==> src/rtl/sim_halt_monitor.sv <==
// rtl/sim_halt_monitor.sv - run-control monitor: halt-trap detection, watchdog, counters and PC history
module sim_halt_monitor #(
    parameter int          CNT_W          = 32,
    parameter logic [5:0]  TRAP_OPCODE    = 6'h11,
    parameter logic [25:0] HALT_IMM       = 26'h300,
    parameter int          DRAIN_CYCLES   = 0,
    parameter int          TIMEOUT_CYCLES = 2500,
    parameter int          HIST_DEPTH     = 4,
    localparam int         IDX_W          = $clog2(HIST_DEPTH)
) (
    input  logic             clock,
    input  logic             reset,
    input  logic             instr_valid,
    input  logic [0:31]      instr,
    input  logic [0:31]      pc,
    input  logic [IDX_W-1:0] hist_idx,
    output logic [0:31]      hist_pc,
    output logic [CNT_W-1:0] cycle_count,
    output logic [CNT_W-1:0] instr_count,
    output logic [CNT_W-1:0] trap_count,
    output logic             halted,
    output logic             timed_out,
    output logic             done
);

    typedef enum logic [2:0] {IDLE, RUN, DRAIN, HALTED, TIMEOUT} state_t;

    state_t           state;
    logic [0:31]      hist [HIST_DEPTH];
    logic [IDX_W-1:0] wptr;
    logic [IDX_W-1:0] rptr;
    logic [31:0]      drain_cnt;

    logic             active;
    logic             decode;
    logic             is_trap;
    logic             is_halt;
    logic             wd_hit;
    logic [CNT_W-1:0] cycle_next;

    function automatic logic [CNT_W-1:0] sat_inc(input logic [CNT_W-1:0] v);
        return (&v) ? v : v + CNT_W'(1);
    endfunction

    // The instruction that wakes the monitor from IDLE is treated exactly like a RUN retire.
    assign active     = (state == RUN) || (state == DRAIN) || ((state == IDLE) && instr_valid);
    assign decode     = instr_valid && ((state == IDLE) || (state == RUN));
    assign is_trap    = (instr[0:5] == TRAP_OPCODE);
    assign is_halt    = is_trap && (instr[6:31] == HALT_IMM);
    assign cycle_next = sat_inc(cycle_count);
    assign wd_hit     = (TIMEOUT_CYCLES != 0) && (cycle_next >= CNT_W'(TIMEOUT_CYCLES));

    assign rptr    = wptr - IDX_W'(1) - hist_idx;
    assign hist_pc = hist[rptr];

    always_ff @(posedge clock or posedge reset) begin
        if (reset) begin
            state       <= IDLE;
            cycle_count <= '0;
            instr_count <= '0;
            trap_count  <= '0;
            halted      <= 1'b0;
            timed_out   <= 1'b0;
            done        <= 1'b0;
            wptr        <= '0;
            drain_cnt   <= '0;
            for (int i = 0; i < HIST_DEPTH; i++) begin
                hist[i] <= '0;
            end
        end else begin
            if (active) begin
                cycle_count <= cycle_next;
                if (instr_valid) begin
                    instr_count <= sat_inc(instr_count);
                    hist[wptr]  <= pc;
                    wptr        <= wptr + IDX_W'(1);
                end
            end

            case (state)
                IDLE, RUN: begin
                    if ((state == RUN) || instr_valid) begin
                        // Halt trap takes priority over a watchdog expiry on the same clock.
                        if (decode && is_halt) begin
                            if (DRAIN_CYCLES == 0) begin
                                state  <= HALTED;
                                halted <= 1'b1;
                                done   <= 1'b1;
                            end else begin
                                state     <= DRAIN;
                                drain_cnt <= '0;
                            end
                        end else begin
                            if (decode && is_trap) begin
                                trap_count <= sat_inc(trap_count);
                            end
                            if (wd_hit) begin
                                state     <= TIMEOUT;
                                timed_out <= 1'b1;
                                done      <= 1'b1;
                            end else begin
                                state <= RUN;
                            end
                        end
                    end
                end
                DRAIN: begin
                    if (drain_cnt == 32'(DRAIN_CYCLES - 1)) begin
                        state  <= HALTED;
                        halted <= 1'b1;
                        done   <= 1'b1;
                    end else begin
                        drain_cnt <= drain_cnt + 32'd1;
                    end
                end
                default: ;
            endcase
        end
    end

endmodule

==> config.mk <==
export PLATFORM = sky130hd
export DESIGN_NAME = sim_halt_monitor
export DESIGN_NICKNAME = d
export VERILOG_FILES = /design/src/rtl/sim_halt_monitor.sv
export SDC_FILE = /design/constraint.sdc
export NUM_CORES = 1
export LEC_CHECK = 0
export ABC_AREA = 1
export BUFFER_PORTS_ARGS = -buffer_cell sky130_fd_sc_hd__buf_2
export CORE_ASPECT_RATIO = 1.5
export CORE_MARGIN = 4
export CORE_UTILIZATION = 30
export DETAILED_ROUTE_END_ITERATION = 12
export HOLD_SLACK_MARGIN = 0.06
export PLACE_DENSITY = 0.59
export SLEW_MARGIN = 20
export SYNTH_ARGS = -nofsm -noshare
export SYNTH_HDL_FRONTEND = slang
export SYNTH_SLANG_ARGS = --single-unit
export TNS_END_PERCENT = 50
==> constraint.sdc <==
create_clock -name clock -period 7.5 [get_ports clock]
set_input_delay 0.375 -clock clock [delete_from_list [all_inputs] [get_ports clock]]
set_output_delay 0.375 -clock clock [all_outputs]
set_load 0.02 [all_outputs]
==> metrics.yaml <==
worstSetupPathType: "register to output port"
num_rows: 97
required_ns: 7.12
p_per_area_nw_per_um2: 192
core_area_um2: 46600
hold_slack_ns: 0.109
place_area_um2: 15700
crit_arrival_ns: 3.83
cap_violations: 0
synth_ff_type: "dfrtp_1"
synth_edf_count: 0
tightest_slew_ns: 0.983
crit_path_max_incr_delay_ns: 0.76
synth_warnings: 0
syn_inst: 1742
syn_nets: 1820
grt_pass1_vias: 12300
grt_pass1_wl_mm: 63.7
gp_congestion: 0.891
die_w_um: 185
grt_setup_unrepaired: "no"
die_y_um: 274
crit_path_max_fanout: 65
skew_ns: 0.0272
start_util_pct: 30.3
cts_root_buf: "clkbuf_16"
clock_path_buffers: 3
syn_area_per_cell_um2: 8.10
rrSetupSlack_ns: 4.41
worst_setup_path_start_kind: "register"
drt_iter0_markers: 755
drc_errors: 0
leakage_nw: 7.95
drt_pre_antenna_iters: 5
grt_remaining_overflow: 0
nets: 2001
ant_nets: 0
clk_latency_ns: 0.57
netlist_area_um2: 14100
fin_crit_ns: 4.20
clk_pin_slew_ns: 0.06
cts_buffers: 30
hold_viol: 0
ioPinCount: 200
status: "completed"
ys_seq_elements: 264
fp.dieArea_um2: 50700
finalInstanceArea_um2: 16800
synth_top_area_share_pct: 46.8
async_flop_share_pct: 100
finalSetupViolations: 0
wl_per_cell_um: 15.6
drive_gt1_share_pct: 18.5
avgViaCountPerCell: 4.82
slowest_stage: "buf_4"
cts.sinks: 264
relSlewSlack_pct: 34.5
io_buffers: 199
cts_resized: 0
maxSlewViolCount: 0
fin_crit_sh_pct: 56.0
dp_hpwl_mm: 28.8
grt_usage_pct: 15.3
hold_class: "input pin to register"
cp_cell_sequence: "ha_2 > buf_4 > inv_1 > or2_2 > o211ai_1 > o21ai_0 > buf_2"
cts_tree: "built"
end_kind: "output port"
finalSetupTns_ns: 0
yosys.area.top_type: "dfrtp_1"
yosys-top-cells-area: "dfrtp_1 (47%), nand2_1 (13%), o21ai_0 (7.1%), xor2_1 (4.3%), nor2_1 (4.1%)"
grt_max_degree: 78
area_delta_synth_final_pct: 19.0
vias: 12300
routed_wl_mm: 39.6
yosysSeqAreaShare_pct: 46.8
htree_levels: 1
yosysUniqueCellTypes: 49
fmax_ghz: 0.238
peakVddDrop_mv: 0.127
antenna_found_initial: 2
## state kept, by name, summed over array words and instances, names as in the netlist
name         cells
halted           1
drain_cnt       32
trap_count      32
done             1
state            3
instr_count     32
hist           128
wptr             2
cycle_count     32
timed_out        1
## cell usage after synthesis (5+ instances only)
cell        n
nand2_1   485
dfrtp_1   264
o21ai_0   201
nor2_1    156
inv_1     137
xor2_1     69
clkbuf_1   46
nor3_1     42
nand3_1    41
mux2i_1    32
o211ai_1   32
or2_2      32
nand4_1    31
xnor2_1    29
nor4_1     19
nand3b_1   11
nand2_2    10
o21ai_2    10
a31oi_1     9
ha_1        9
nor2_2      9
o21ai_1     9
buf_6       5
## layer usage
| layer | vias up | GRT usage, % | wire, um |
|---|---|---|---|
| met5 | - | 0 | 0 |
| met1 | 5854 | 17.8 | 15700 |
| li1 | 6049 | - | - |
| met2 | 284 | 28.6 | 20800 |
| met3 | 75 | 1.94 | 1740 |
| met4 | 0 | 5.37 | 1400 |
## cell type report
class,count,area [um2]
clock buffers,37,817
clock inverters,19,274
diodes,3,7.51
fillers,4910,29800
flip-flops and latches,264,6610
multi-input cells,1274,6720
inverters,144,549
repair buffers,209,1070
well taps,594,743
## logic make-up (layout without fill, tap and decap cells)
family          Yosys count  after routing  synth area share, %
compound gates          267            267                 10.5
xor+xnor                 98             98                 6.08
fa+ha+maj                 9              9                0.798
buf+inv                 204            409                 5.83
flops                   264            264                 46.8
mux                      33             33                 2.35
other cells               0              3                    0
simple gates            867            867                 27.6
## path summary, 6_finish.rpt
kind	startpoint	end	depth (start not counted)
setup / recovery	wptr[0]	hist_pc[24]	7
hold / removal	pc[23]	hist[40]	3
hold reg to reg	timed_out	timed_out	2
setup reg to reg	cycle_count[0]	timed_out	15
max in group asynchronous	reset	instr_count[0]	5
min in group asynchronous	reset	hist[52]	3
## critical path: cells and delay by family, from the launching register on
kind | cells | cell delay [ns]
adders and majority gates | 1 | 0.34
AOI/OAI and AO/OA | 2 | 0.23
DFF | 1 | 0.44
buffers and inverters | 3 | 1.71
and+or+nand+nor | 1 | 0.50
## power by group
part / total (mW) / switching (mW) / internal (mW) / leakage [nW]
clock network: 1.61 / 0.631 / 0.983 / 0.527
registers: 1.43 / 0.000729 / 1.42 / 3.43
logic: 0.182 / 0.123 / 0.0591 / 3.99
total: 3.22 / 0.754 / 2.47 / 7.95
## per-stage QoR
step	power, mW	instances	worst slack (ns)	utilization [%]
3_5_place_dp	1.64	2484	3.80	33.6
4_1_cts	3.28	2541	3.21	36.0
5_1_grt	3.35	2542	3.01	36.0
6_report	3.22	2544	3.30	36.0
2_1_floorplan	1.57	1742	3.64	-
3_3_place_gp	1.63	2484	3.92	33.6
## cell usage in the layout (no fill, tap or decap), types with 5 or more instances in the layout
cell type   Yosys  final
bufinv_16       0      6
a31oi_1         9      9
clkinvlp_4      0      5
buf_2           3    199
inv_1         137    136
o21ai_0       201    201
ha_1            9      8
o21ai_2        10     10
nand3b_1       11     11
o211ai_1       32     32
mux2i_1        32     32
clkinv_2        0      6
or2_2          32     32
nand2_1       485    481
buf_4           3      9
dfrtp_1       264    264
nand2_2        10     13
nor4_1         19     19
xor2_1         69     68
clkbuf_16       0     30
xnor2_1        29     29
nand3_1        41     41
o21ai_1         9      9
nor3_1         42     42
nor2_2          9      9
nand4_1        31     31
nor2_1        156    156
## what timing repair did
action                    in CTS  in global routing
hold buffers                   1                  0
setup buffers                  0                  0
hold endpoints to repair      22                  0
Note: power is estimated with default switching activity, not from simulation.
